==> config.mk <==
export PLATFORM = sky130hd
export DESIGN_NAME = wb_port_arbiter_flat
export DESIGN_NICKNAME = d
export VERILOG_FILES = /design/src/rtl/wb_port_arbiter_pkg.sv /design/src/rtl/wb_port_arbiter_if.sv /design/src/rtl/wb_decoder.sv /design/src/rtl/wb_port_arbiter.sv /design/src/flat_wrapper.sv
export SDC_FILE = /design/constraint.sdc
export NUM_CORES = 1
export LEC_CHECK = 0
export ABC_CLOCK_PERIOD_IN_PS = 3250
export CORE_MARGIN = 2
export CORE_UTILIZATION = 49
export CTS_CLUSTER_SIZE = 14
export DETAILED_ROUTE_END_ITERATION = 7
export HOLD_SLACK_MARGIN = 0.02
export PLACE_DENSITY = 0.76
export SKIP_LAST_GASP = 1
export SLEW_MARGIN = 20
export SYNTH_ARGS = -nofsm -noshare
export SYNTH_HDL_FRONTEND = slang
export SYNTH_SLANG_ARGS = --single-unit
==> constraint.sdc <==
create_clock -name clk -period 3.25 [get_ports clk]
set_input_delay 0.325 -clock clk [delete_from_list [all_inputs] [get_ports clk]]
set_output_delay 0.325 -clock clk [all_outputs]
set_load 0.02 [all_outputs]
==> src/rtl/wb_port_arbiter_pkg.sv <==
// Shared types for the register-file write-back port arbiter.
// Widths, requester ids and the buffered write entry.
`timescale 1ns/1ps
package wb_pkg;

  localparam int NREG     = 32;
  localparam int DW       = 64;
  localparam int AW       = 5;
  localparam int XZR_ADDR = 31;

  typedef enum logic {
    REQ_EX  = 1'b0,
    REQ_MEM = 1'b1
  } wb_req_t;

  typedef struct packed {
    logic [AW-1:0] addr;
    logic [DW-1:0] data;
  } wb_entry_t;

endpackage

==> src/rtl/wb_port_arbiter_if.sv <==
// Write-back requester / register-file side bundle.
// Requester 0 is the ALU result, requester 1 the load result.
`timescale 1ns/1ps
interface wb_port_arbiter_if #(
  parameter int NREG = 32,
  parameter int DW   = 64,
  parameter int AW   = 5
);

  logic                   flush;
  logic [1:0]             req_valid;
  logic [1:0][AW-1:0]     req_addr;
  logic [1:0][DW-1:0]     req_data;
  logic [1:0]             req_ready;
  logic [NREG-1:0]        wr_en;
  logic [DW-1:0]          wr_data;
  logic                   busy;

  modport master (
    output flush,
    output req_valid,
    output req_addr,
    output req_data,
    input  req_ready,
    input  wr_en,
    input  wr_data,
    input  busy
  );

  modport slave (
    input  flush,
    input  req_valid,
    input  req_addr,
    input  req_data,
    output req_ready,
    output wr_en,
    output wr_data,
    output busy
  );

endinterface

==> src/rtl/wb_decoder.sv <==
// Register address to one-hot write-enable decoder.
// Output is all zero when en is low.
`timescale 1ns/1ps
module wb_decoder #(
  parameter int AW   = 5,
  parameter int NREG = 32
) (
  input  logic            en,
  input  logic [AW-1:0]   addr,
  output logic [NREG-1:0] onehot
);

  always_comb begin
    onehot = '0;
    for (int i = 0; i < NREG; i++) begin
      onehot[i] = en && (addr == AW'(i));
    end
  end

endmodule

==> src/rtl/wb_port_arbiter.sv <==
// Shares the single register-file write port between the ALU
// and load write-back paths, one holding buffer per requester.
`timescale 1ns/1ps
module wb_port_arbiter
  import wb_pkg::*;
(
  input  logic            clk,
  input  logic            reset_n,
  wb_port_arbiter_if.slave bus
);

  wb_entry_t       buf_q [2];
  logic [1:0]      full_q;
  wb_req_t         last_q;
  logic [NREG-1:0] wr_en_q;
  logic [DW-1:0]   wr_data_q;

  logic [1:0]      grant;
  logic [1:0]      accept;
  logic [1:0]      xzr;
  logic            both;
  logic            same;
  logic            issue;
  wb_entry_t       gsel;
  logic [NREG-1:0] dec;

  assign both = &full_q;
  assign same = both && (buf_q[0].addr == buf_q[1].addr);

  // Same destination: the load is the older instruction, so it goes first.
  always_comb begin
    grant = '0;
    unique case (1'b1)
      same:          grant = 2'b10;
      both && !same: grant = (last_q == REQ_MEM) ? 2'b01 : 2'b10;
      default:       grant = full_q;
    endcase
  end

  always_comb begin
    gsel = buf_q[0];
    if (grant[1]) gsel = buf_q[1];
  end

  assign issue = (|grant) && !bus.flush;

  always_comb begin
    xzr    = '0;
    accept = '0;
    for (int i = 0; i < 2; i++) begin
      xzr[i]    = bus.req_addr[i] == AW'(XZR_ADDR);
      accept[i] = bus.req_valid[i] && bus.req_ready[i]
                  && !xzr[i] && !bus.flush;
    end
  end

  wb_decoder #(
    .AW   (AW),
    .NREG (NREG)
  ) u_dec (
    .en     (issue),
    .addr   (gsel.addr),
    .onehot (dec)
  );

  always_ff @(posedge clk or negedge reset_n) begin
    if (!reset_n) begin
      wr_en_q   <= '0;
      wr_data_q <= '0;
      last_q    <= REQ_MEM;
    end else begin
      wr_en_q <= dec;
      if (issue) begin
        wr_data_q <= gsel.data;
        last_q    <= grant[1] ? REQ_MEM : REQ_EX;
      end
    end
  end

  // A refill at the draining edge keeps the buffer full.
  always_ff @(posedge clk or negedge reset_n) begin
    if (!reset_n) begin
      full_q <= '0;
      for (int i = 0; i < 2; i++) begin
        buf_q[i] <= '0;
      end
    end else begin
      for (int i = 0; i < 2; i++) begin
        if (bus.flush) begin
          full_q[i] <= 1'b0;
        end else if (accept[i]) begin
          full_q[i]     <= 1'b1;
          buf_q[i].addr <= bus.req_addr[i];
          buf_q[i].data <= bus.req_data[i];
        end else if (grant[i]) begin
          full_q[i] <= 1'b0;
        end
      end
    end
  end

  assign bus.req_ready = ~full_q | grant;
  assign bus.wr_en     = wr_en_q;
  assign bus.wr_data   = wr_data_q;
  assign bus.busy      = (|full_q) || (|wr_en_q);

endmodule

==> src/flat_wrapper.sv <==
// flat-port wrapper written by rule: the top's interface ports become plain ports
module wb_port_arbiter_flat import wb_pkg::*;
  (clk, reset_n, bus_flush, bus_req_valid, bus_req_addr, bus_req_data, bus_req_ready, bus_wr_en, bus_wr_data, bus_busy);
  wb_port_arbiter_if #(.NREG(NREG), .DW(DW), .AW(AW)) bus_i ();
  input  logic clk;
  input  logic reset_n;
  input wire logic [$bits(bus_i.flush)-1:0] bus_flush;
  input wire logic [$bits(bus_i.req_valid)-1:0] bus_req_valid;
  input wire logic [$bits(bus_i.req_addr)-1:0] bus_req_addr;
  input wire logic [$bits(bus_i.req_data)-1:0] bus_req_data;
  output wire logic [$bits(bus_i.req_ready)-1:0] bus_req_ready;
  output wire logic [$bits(bus_i.wr_en)-1:0] bus_wr_en;
  output wire logic [$bits(bus_i.wr_data)-1:0] bus_wr_data;
  output wire logic [$bits(bus_i.busy)-1:0] bus_busy;
  assign bus_i.flush = bus_flush;
  assign bus_i.req_valid = bus_req_valid;
  assign bus_i.req_addr = bus_req_addr;
  assign bus_i.req_data = bus_req_data;
  assign bus_req_ready = bus_i.req_ready;
  assign bus_wr_en = bus_i.wr_en;
  assign bus_wr_data = bus_i.wr_data;
  assign bus_busy = bus_i.busy;
  wb_port_arbiter u_core (.clk(clk), .reset_n(reset_n), .bus(bus_i));
endmodule
==> flow_summary.toml, run 1 <==
[cells_and_area]
seq_area_sq_um = 5930
syn2layout_area_growth_pct = 35.8
nets = 1201
multi_input_area_sq_um = 3630
number_of_antenna_repair_diodes = 0
final_core_utilization_pct = 67.9
fill_cells = 1487
drive_above_1_share_pct = 18.8

[sta]
final-max-slew-violation-count = 0
final_min_period_over_clock_period_pct = 94.9
maxClockFrequency_mhz = 324
slew_headroom_pct = 37.8
clk_skew_ps = 11.4
finalWorstSetupSlack_ps = 164
count_of_final_setup_violators = 0
rsz0062_at_grt = "no"
report.final.hold_viol_count = 0
worst_pin_slew_ps = 919
fin_crit_ps = 3090
timing.setup.tns_ps = 0

[setup_path]
crit_path_max_incr_delay_ps = 560
crit_family = "simple AND/OR/NAND/NOR gates"
cell_chain_of_the_critical_path = "xor2_1, nor3_2, a31oi_2, or2_2, clkdlybuf4s50_1"
crit_path_end_kind = "output pin"
worst-endpoint-required_ps = 2920
critical_path_buf_inv_count = 1
worst_ep_arrival_time_ps = 2760
worstSetupStartpointType = "register"
critical_path.slowest_cell = "sky130_fd_sc_hd__clkdlybuf4s50_1"
setup.worst_path.class = "reg -> out"
cp_max_fo = 10

[logic_synthesis]
netlist.area_leader.share_pct = 60.5
yosys-top-cells-count = "sky130_fd_sc_hd__dfrtp_1, sky130_fd_sc_hd__a21oi_1, sky130_fd_sc_hd__mux2_2"
ys.flop_type = "sky130_fd_sc_hd__dfrtp_1"
synth_top_cell_by_area = "sky130_fd_sc_hd__dfrtp_1"
avgSynthCellArea_sq_um = 11.7
yosysUniqueCellTypes = 40
synth.cell_area_sq_um = 9770
synth-edff-count = 0
postSynthRegisterBits = 237
mappedNetlistNets = 975
yosys_warns = 0
synthCells = 832
synth_sequential_area_ratio_pct = 60.7
synth_area_leaders = "sky130_fd_sc_hd__dfrtp_1, sky130_fd_sc_hd__mux2_2, sky130_fd_sc_hd__a21oi_1"
async_reset_ff_share_pct = 100
yosysMostFrequentCell = "sky130_fd_sc_hd__dfrtp_1"

[clocking]
tritoncts.num_buffers = 24
worst_skew_pair.late_latency_ps = 510
tritoncts = "yes"
cts.sink_count = 237
worst_case_clock_buffer_depth = 3
clock_tree_root = "sky130_fd_sc_hd__clkbuf_16"
ctsHtreeMaxLevel = 1
clk_transition_reported_paths_ps = 60

[drt]
postRouteAntennaNets = 0
drt_pre_antenna_iters = 5
drt-total-wl_mm = 24.6
drt-initial-drc-count = 328
avgViaCountPerCell = 5.49
vias = 7346
wire_per_inst_um = 18.4
drcViolationCount = 0

[floorplanning]
fp.dieArea_sq_um = 21100
fp.dieW_um = 145
rows = 51
core_sq_um = 19500
initial_core_util_pct = 50.0
die_boundary_height_um = 145
design.portCount = 242

[placement]
place.detailed.hpwl_mm = 16.4
pre_cts_slack_ps = 507
port_buffers = 241
globalplace.congestion = 0.855

[power_and_ir_drop]
total_leakage_power_nw = 5.62
fin_total_pwr_mw = 8.28
pd_cells_nw_per_um2 = 624
vdd_drop_max_mv = 0.529

[global_route]
grt_pass1_vias = 7692
number_of_antenna_violations_at_the_first_check_in_global_routing = 0
grt_overflow_total = 0
globalRouteTotalUtil_pct = 23.4
wire_length_of_the_first_global_routing_pass_mm = 40.3
grt_max_degree = 93

[flow_run]
cap_violations = 0

[outcome]
status = "finished, final reports clean"

[hold_path]
worst_hold_path_type = "in -> async"
[power by group]
group / switching, mW / internal [mW] / total (mW)
clock: 1.07 / 1.52 / 2.59
sequential: 0.312 / 3.46 / 3.77
combinational: 0.955 / 0.966 / 1.92
[state kept, by name, summed over array words and instances, names as in the netlist]
name,cells
u_core.last_q,1
u_core.buf_q,138
u_core.bus.wr_data,64
u_core.bus.wr_en,32
u_core.full_q,2
[cell type report]
class / instances / share of cell area (%)
flip-flops and latches: 237 / 44.7
clock buffers: 40 / 5.52
multi-input cells: 533 / 27.3
clock inverters: 2 / 0.0755
repair buffers: 260 / 19.8
well taps: 265 / 2.50
inverters: 2 / 0.0566
[repair_timing]
item | 4_1_cts | 5_1_grt
setup endpoints to repair | 1 | 1
hold buffers | 1 | 0
buffers inserted | 0 | 0
gates resized for setup | 1 | 1
endpoints found under the hold margin | 88 | 0
[final timing paths]
path	start	endpoint	slack (ps)	cells after the start
worst max-delay path	u_core.buf_q[65]	bus_req_ready[0]	160	5
worst min register to register	u_core.buf_q[62]	u_core.buf_q[62]	490	1
worst min-delay path	reset_n	u_core.bus.wr_data[62]	420	2
min in group clk	bus_req_data[120]	u_core.buf_q[56]	420	2
max in group asynchronous	reset_n	u_core.buf_q[8]	1890	3
worst max register to register	u_core.buf_q[65]	u_core.buf_q[36]	580	6
[stage by stage]
stage | hold slack [ps] | std cells | area [sq um]
6_report | 417 | 1339 | 13300
5_1_grt | 418 | 1339 | 13300
3_3_place_gp | 380 | 1296 | 12500
3_5_place_dp | 381 | 1296 | 12500
2_1_floorplan | 29.4 | 832 | 9770
4_1_cts | 406 | 1339 | 13300
[per-layer routing]
| layer | routed length (um) | vias up | share of wire [%] | GRT usage, % |
|---|---|---|---|---|
| met3 | 1900 | 49 | 7.7 | 6.01 |
| met5 | 0 | - | 0 | 0 |
| met2 | 12200 | 235 | 50 | 39.6 |
| li1 | - | 3384 | - | - |
| met1 | 9830 | 3678 | 40 | 29.9 |
| met4 | 650 | 0 | 2.6 | 7.06 |
[layout by cell type, fill, tap and decap left out, drive strengths merged, types with 3 or more instances in the layout]
cell type	netlist	routed
buf	29	19
a21oi	130	130
nor2	74	74
nand4	7	7
a31o	12	12
xor2	3	3
clkdlybuf4s50	0	240
mux2	138	138
o21ai	3	3
nor2b	4	4
a41o	4	4
dfrtp	236	236
nand2	73	73
nor4	13	13
nand2b	5	5
nor3	15	15
o31ai	12	12
o41ai	4	4
nand3	16	16
clkbuf	31	40
[cells by family after synthesis]
family                 synth area share [%]
flip-flops                             60.7
AND/OR/NAND/NOR                        10.1
AO/OA/AOI/OAI                          10.1
multiplexers                           15.9
buffers and inverters                  2.73
XOR/XNOR                              0.448
No activity file was read; power rests on OpenSTA's default activity.
==> run 2, diff against run 1 <==
Settings changed: MAX_ROUTING_LAYER set to met4.
==> run 2 against run 1 <==
  * Sequential power about the same
  * Cell area increased by 0.60%
  * Maximum frequency decreased by 0.48%
  * Sequential share of layout area decreased by 0.27 points
  * Global-route usage increased by 0.93 points
==> flow_summary.toml, run 2 (synthesized netlist as in run 1, its figures left out) <==
[setup_path]
worstSetupStartpointType = "register"
crit_path_end_kind = "output pin"
worst-r2r-setup-slack_ps = 570
cp_max_fo = 10
worst-endpoint-required_ps = 2920
worst_ep_arrival_time_ps = 2780
setup.worst_path.class = "reg -> out"

[drt]
drt_pre_antenna_iters = 5
drt-initial-drc-count = 416
avgViaCountPerCell = 5.52
wire_per_inst_um = 18.6
drcViolationCount = 0
drt-total-wl_mm = 24.9
vias = 7396
postRouteAntennaNets = 0

[global_route]
wire_length_of_the_first_global_routing_pass_mm = 40.7
grt_pass1_vias = 7700
globalRouteTotalUtil_pct = 24.4
number_of_antenna_violations_at_the_first_check_in_global_routing = 0
grt_overflow_total = 0
grt_max_degree = 89

[placement]
placed_insts = 1298
placedInstanceArea_sq_um = 12500
globalplace.congestion = 0.845
port_buffers = 241
place.detailed.hpwl_mm = 16.2

[hold_path]
worst_hold_path_type = "in -> async"

[cells_and_area]
number_of_antenna_repair_diodes = 0
commonest_cells_after_routing_fill_and_taps_aside = "sky130_fd_sc_hd__clkdlybuf4s50_1, sky130_fd_sc_hd__dfrtp_1, sky130_fd_sc_hd__a21oi_1"
drive_above_1_share_pct = 19.4
largest_register_ff_count = 138
syn2layout_area_growth_pct = 36.6
nets = 1204
fin_area_sq_um = 13300
final-instance-count-excl-fill = 1341
registers.top_by_ff_count = "u_core.buf_q"
mostFrequentLayoutCell = "sky130_fd_sc_hd__clkdlybuf4s50_1"

[power_and_ir_drop]
vdd_drop_max_mv = 0.455
fin_total_pwr_mw = 8.57
pd_cells_nw_per_um2 = 642
total_leakage_power_nw = 5.66

[clocking]
cts.sink_count = 237
clock_tree_root = "sky130_fd_sc_hd__clkbuf_16"
worst_case_clock_buffer_depth = 3
clk_transition_reported_paths_ps = 70
tritoncts.num_buffers = 25
ctsHtreeMaxLevel = 1
tritoncts = "yes"
worst_skew_pair.late_latency_ps = 510

[sta]
rsz0062_at_grt = "no"
timing.setup.tns_ps = 0
report.final.hold_viol_count = 0
count_of_final_setup_violators = 0
maxClockFrequency_mhz = 323
clk_skew_ps = 9.48
slew_headroom_pct = 47.9
final_min_period_over_clock_period_pct = 95.4
fin_crit_ps = 3100
worst_pin_slew_ps = 771
final-max-slew-violation-count = 0

[floorplanning]
design.portCount = 242
rows = 51
initial_core_util_pct = 50.0
fp.dieArea_sq_um = 21100
die_boundary_height_um = 145
core_sq_um = 19500
fp.dieW_um = 145

[outcome]
status = "finished, final reports clean"

[flow_run]
cap_violations = 0
-- run 2: cell types whose count changed in the layout (fill, tap and decap cells not counted), sizes merged --
cell and delta:
clkinv +4, clkbuf -9, bufinv +4, clkinvlp +1, buf +2
-- run 2: per-stage QoR --
stage                     hold slack [ps]  util (%)  worst slack [ps]
after floorplan                      29.4         -               996
after global placement                374      64.1               582
after detailed placement              378      64.1               533
after CTS                             396      68.3              39.8
after global routing                  411      68.3              28.0
final                                 412      68.3               149
-- run 2: where the power goes --
group	total (mW)	switching, mW	leakage (nW)	internal [mW]
combinational	1.92	0.960	2.44	0.964
sequential	3.77	0.314	2.82	3.46
clock	2.88	1.13	0.402	1.75
-- run 2: final cells by class --
cell class	count	area (sq um)
Fill cell	1530	6180
Clock buffer	31	658
Inverter	2	7.51
Clock inverter	11	161
Tap cell	265	332
Timing Repair Buffer	262	2630
Sequential cell	237	5930
Multi-Input combinational cell	533	3630
-- run 2: per-layer routing --
| layer | track usage (%) | vias up | wire (um) |
|---|---|---|---|
| met1 | 30.5 | 3713 | 10100 |
| met5 | - | - | 0 |
| li1 | - | 3392 | - |
| met4 | 6.81 | 0 | 713 |
| met2 | 40.2 | 249 | 12300 |
| met3 | 5.63 | 42 | 1760 |
-- run 2: repair_timing --
item                                    4_1_cts  5_1_grt
gates resized for setup                       0        2
hold buffers                                  1        0
endpoints found under the setup margin        0        2
endpoints found under the hold margin        82        0
buffers inserted                              0        0
-- run 2: critical path, stage by stage (launching register included) --
cell	delay, ps
sky130_fd_sc_hd__dfrtp_1	480
sky130_fd_sc_hd__xor2_1	210
sky130_fd_sc_hd__nor3_2	410
sky130_fd_sc_hd__a31oi_2	260
sky130_fd_sc_hd__or2_2	350
sky130_fd_sc_hd__clkdlybuf4s50_1	560
-- run 2: final timing paths --
| check | start | end | cells after the start |
|---|---|---|---|
| worst max-delay path | u_core.buf_q[65] | bus_req_ready[0] | 5 |
| worst min-delay path | reset_n | u_core.bus.wr_en[10] | 2 |
| worst max register to register | u_core.buf_q[65] | u_core.buf_q[26] | 6 |
| worst min register to register | u_core.buf_q[61] | u_core.buf_q[61] | 1 |
| max in group asynchronous | reset_n | u_core.buf_q[91] | 3 |
| min in group clk | bus_req_data[124] | u_core.buf_q[60] | 2 |
